## src/rtl/pack_out_reg.sv

```systemverilog
// One-entry holding register for a packed wide word: load, drain and flush
// with a valid flag. Load wins over drain so back-to-back words sustain rate.
module pack_out_reg #(
   parameter int unsigned dWidth = 32,
   parameter int unsigned cWidth = 3
) (
   input  logic              CLK,
   input  logic              RST_N,
   input  logic              CLR,
   input  logic              LOAD,
   input  logic              DRAIN,
   input  logic [dWidth-1:0] LOAD_D,
   input  logic [cWidth-1:0] LOAD_CNT,
   input  logic              LOAD_LAST,
   output logic              VALID,
   output logic [dWidth-1:0] Q_D,
   output logic [cWidth-1:0] Q_CNT,
   output logic              Q_LAST
);

   always_ff @(posedge CLK) begin
      if (!RST_N || CLR) begin
         VALID  <= 1'b0;
         Q_D    <= '0;
         Q_CNT  <= '0;
         Q_LAST <= 1'b0;
      end else if (LOAD) begin
         VALID  <= 1'b1;
         Q_D    <= LOAD_D;
         Q_CNT  <= LOAD_CNT;
         Q_LAST <= LOAD_LAST;
      end else if (DRAIN) begin
         VALID  <= 1'b0;
      end
   end

endmodule

```

## src/rtl/fifo_width_packer.sv

```systemverilog
// Upsizer between a narrow depth-1 FIFO and a wide FIFO: packs ratio items per
// word, IN_LAST closes a partial word early with zero-filled upper lanes.
module fifo_width_packer #(
   parameter int unsigned inWidth  = 8,
   parameter int unsigned ratio    = 4,
   parameter int unsigned cntWidth = 3
) (
   input  logic                      CLK,
   input  logic                      RST_N,
   input  logic                      CLR,
   input  logic [inWidth-1:0]        IN_D,
   input  logic                      IN_LAST,
   input  logic                      IN_EMPTY_N,
   output logic                      IN_DEQ,
   output logic [inWidth*ratio-1:0]  OUT_D,
   output logic [cntWidth-1:0]       OUT_CNT,
   output logic                      OUT_LAST,
   input  logic                      OUT_FULL_N,
   output logic                      OUT_ENQ
);

   localparam int unsigned outWidth = inWidth * ratio;
   localparam int unsigned accWidth = outWidth - inWidth;
   localparam logic [cntWidth-1:0] lastIdx = cntWidth'(ratio - 1);

   logic [cntWidth-1:0] idx_q, idx_d;
   logic [accWidth-1:0] acc_q, acc_d;
   logic                flush, out_valid, close, drain, load;
   logic [outWidth-1:0] word;
   logic [cntWidth-1:0] word_cnt;

   // Flush also gates the handshakes so nothing is consumed or emitted while clearing.
   assign flush   = !RST_N || CLR;
   assign drain   = !flush && out_valid && OUT_FULL_N;
   assign OUT_ENQ = drain;
   assign close   = (idx_q == lastIdx) || IN_LAST;
   assign IN_DEQ  = !flush && IN_EMPTY_N && (!close || !out_valid || drain);
   assign load    = IN_DEQ && close;
   assign word_cnt = idx_q + 1'b1;

   always_comb begin
      word = '0;
      for (int k = 0; k < int'(ratio) - 1; k++) begin
         if (cntWidth'(k) < idx_q) word[k*inWidth +: inWidth] = acc_q[k*inWidth +: inWidth];
      end
      word[idx_q*inWidth +: inWidth] = IN_D;
   end

   always_comb begin
      acc_d = acc_q;
      idx_d = idx_q;
      if (IN_DEQ) begin
         if (close) begin
            acc_d = '0;
            idx_d = '0;
         end else begin
            acc_d[idx_q*inWidth +: inWidth] = IN_D;
            idx_d = idx_q + 1'b1;
         end
      end
   end

   always_ff @(posedge CLK) begin
      if (flush) begin
         idx_q <= '0;
         acc_q <= '0;
      end else begin
         idx_q <= idx_d;
         acc_q <= acc_d;
      end
   end

   pack_out_reg #(
      .dWidth (outWidth),
      .cWidth (cntWidth)
   ) u_out_reg (
      .CLK       (CLK),
      .RST_N     (RST_N),
      .CLR       (CLR),
      .LOAD      (load),
      .DRAIN     (drain),
      .LOAD_D    (word),
      .LOAD_CNT  (word_cnt),
      .LOAD_LAST (IN_LAST),
      .VALID     (out_valid),
      .Q_D       (OUT_D),
      .Q_CNT     (OUT_CNT),
      .Q_LAST    (OUT_LAST)
   );

`ifndef SYNTHESIS
   always @(posedge CLK) begin
      assert (!(IN_DEQ && !IN_EMPTY_N));
      assert (!(OUT_ENQ && !OUT_FULL_N));
   end
`endif

endmodule

```

## config.mk

```make
export PLATFORM = sky130hd
export DESIGN_NAME = fifo_width_packer
export DESIGN_NICKNAME = d
export VERILOG_FILES = /design/src/rtl/pack_out_reg.sv /design/src/rtl/fifo_width_packer.sv
export SDC_FILE = /design/constraint.sdc
export NUM_CORES = 1
export LEC_CHECK = 0
export ABC_AREA = 1
export CORE_MARGIN = 3
export CORE_UTILIZATION = 53
export DETAILED_ROUTE_END_ITERATION = 8
export GPL_TIMING_DRIVEN = 1
export PLACE_DENSITY = 0.77
export SYNTH_ARGS = -nofsm -noshare
export SYNTH_HDL_FRONTEND = slang
export SYNTH_SLANG_ARGS = --single-unit
```

## constraint.sdc

```tcl
create_clock -name CLK -period 2.45 [get_ports CLK]
set_input_delay 0.6125 -clock CLK [delete_from_list [all_inputs] [get_ports CLK]]
set_output_delay 0.6125 -clock CLK [all_outputs]
set_load 0.02 [all_outputs]
```

==> reports/qor.yml <==
status:
  status: "finished, final reports clean"
worst_setup_path:
  crit_family: "buffers and inverters"
  cp_max_fo: 4
  r2r_cells: 10
  worstSetupEndpointType: "output pin"
  start_kind: "input pin"
  criticalPathCategory: "input pin to output pin"
  path_cells: "clkdlybuf4s50_1, inv_1, nor2_4, nand2_4, a21oi_4, clkbuf_2"
  crit_buf_inv: 3
  slowest_delay_ns: 0.46
  cp.arrival_ns: 1.66
  critPathSlowestCell: "clkdlybuf4s50_1"
  startpoint: "RST_N"
  required_ns: 1.84
  reg2reg_from: "idx_q[0]"
  path_depth: 6
hold_path:
  worstHoldPathType: "flip-flop to flip-flop"
  hold_depth: 2
  min_from: "u_out_reg.Q_D[30]"
routing:
  drcViolationCount: 0
  drtPass1Iterations: 5
  drt_iter0_drc: 293
  ant_nets: 0
  post_drt_via_cell_ratio: 5.33
  routed_wl_mm: 8.23
  via_count: 3208
  avgRoutedWirePerCell_microns: 13.7
global_route:
  antenna_found_initial: 0
  first_global_vias: 2843
  overflow: 0
  gr-usage-all-layers_pct: 24.3
  grt_max_degree: 39
  grt_pass1_wl_mm: 13.7
logic_synthesis:
  ys_seq_area_share_pct: 40.6
  netlist_area_sq_mm: 0.00315
  syn_inst: 473
  yosysUniqueCellTypes: 23
  yosysTopAreaCell: "dfxtp_1"
  synth_top_area_share_pct: 40.6
  syn_avg_cell_area_sq_um: 6.67
  ys_warn_count: 0
  synth_nets: 493
  yosys-top-cells-area: "dfxtp_1 (41%), nand2_1 (15%), nor2_1 (9.3%)"
  ys_ff_latch: 64
floorplanning:
  io-pin-count: 52
  die_area_sq_mm: 0.00691
  start_util_pct: 55.9
  die_w_microns: 83.1
  rows: 27
  die_y_microns: 83.1
  coreArea_sq_mm: 0.00564
sta:
  max_freq_ghz: 0.440
  drv_slew: 0
  hold_violations: 0
  period_share_pct: 92.7
  skew_ns: 0.00753
  grt_setup_unrepaired: "no"
  min_period_ns: 2.27
  finalSetupViolCount: 0
  tightestPinTransition_ns: 0.557
  finalSetupTns_ns: 0
  max_slew_margin_pct: 62.7
cells_and_area:
  drive_gt1_share_pct: 9.06
  fin_cells: 602
  area_growth_pct: 25.5
  diodes: 0
  nets: 545
run:
  cap_viol_max_count: 0
cts:
  path_clk_slew_ns: 0.07
  numCtsBuffers: 9
  holdBufCountCts: 0
  clockBufferDepth: 2
  cts_setup_buffers: 0
  cts_tree: "built"
  ctsHtreeMaxLevel: 3
  root_buffer: "clkbuf_8"
  clock-sinks: 64
  clock_latency_ns: 0.35
placed_design:
  placedCellCount: 586
  gp_congestion: 0.884
  port_buffers: 51
  dp_hpwl_mm: 5.69
power_and_ir_drop:
  p_leak_uw: 0.00174
  power.density_mw_per_mm2: 575
  total_power_uw: 2270
  ir_worst_vdd_mv: 0.467
-- repair_timing --
item | CTS | global route
endpoints found under the hold margin | 0 | 0
resized for setup | 2 | 4
endpoints found under the setup margin | 2 | 2
-- Yosys cell counts --
cell type and n:
nand2_1 128, nor2_1 78, dfxtp_1 64, inv_1 45, a21oi_1 39, nand3_1 27, nand4_1 24, o21ai_0 19
buf_2 14, clkbuf_1 7, ha_1 6, nor2_4 4, nand2_2 3, nor2_2 3, buf_6 2, inv_2 2
nand2_4 2, a21oi_4 1, and3_1 1, buf_4 1, clkbuf_2 1, nor3_1 1, o211ai_1 1
-- layer usage --
| layer | vias to the layer above | part of all wire (%) | track usage [%] |
|---|---|---|---|
| met5 | - | 0 | 0 |
| met4 | 0 | 1.4 | 7.43 |
| met3 | 14 | 6.5 | 6.45 |
| met2 | 129 | 47 | 38.2 |
| met1 | 1460 | 45 | 32.6 |
| li1 | 1605 | - | - |
-- tightest hold or removal path, delay by kind of cell (launching register included) --
family	cells	cell delay, ns
AO/OA/AOI/OAI	1	0.05
flip-flops	1	0.31
AND/OR/NAND/NOR	1	0.06
-- per-stage QoR --
step	hold WS [ns]	instance area, sq um	utilization (%)	worst slack [ns]
floorplan	0.441	3150	-	0.273
global placement	0.449	3750	66.4	-0.225
detailed placement	0.454	3750	66.4	-0.258
CTS	0.463	3960	70.3	0.00901
global route	0.479	3960	70.1	0.0732
finish	0.465	3960	70.1	0.178
-- where the power goes --
part	internal (uW)	switching [uW]
clock network	574	424
logic	78.8	142
registers	1050	5.06
-- cell families after synthesis --
group                    share of synthesized area, %
AO/OA/AOI/OAI                                    9.96
adder cells (fa/ha/maj)                          2.38
buffers and inverters                            9.76
flip-flops                                       40.6
AND/OR/NAND/NOR                                  37.3
-- area by class of cell --
cell class / count / area [sq um]
clock buffers: 9 / 124
clock inverters: 7 / 95.1
fillers: 479 / 1690
inverters: 47 / 176
multi-input cells: 337 / 1560
flip-flops and latches: 64 / 1280
well taps: 72 / 90.1
repair buffers: 66 / 626
-- worst paths after layout --
check	endpoint	slack (ns)
worst max-delay path	IN_DEQ	0.18
worst min-delay path	u_out_reg.Q_D[30]	0.46
worst max register to register	acc_q[19]	0.24
worst min register to register	u_out_reg.Q_D[30]	0.46
-- cells in the final DEF, fill, tap and decap left out, drive strengths merged, types with 2 or more instances in the layout --
| master | count |
|---|---|
| clkinv | 3 |
| o21ai | 19 |
| ha | 6 |
| a21oi | 40 |
| dfxtp | 64 |
| bufinv | 2 |
| inv | 48 |
| nand2 | 133 |
| nor2 | 85 |
| clkbuf | 11 |
| nand3 | 27 |
| clkdlybuf4s50 | 49 |
| buf | 15 |
| nand4 | 24 |
-- flip-flops by register name (all words and copies together), names as in the netlist --
signal,flops
acc_q,24
idx_q,3
u_out_reg.Q_CNT,3
u_out_reg.Q_D,32
u_out_reg.Q_LAST,1
u_out_reg.VALID,1
No activity file was read; power rests on OpenSTA's default activity.
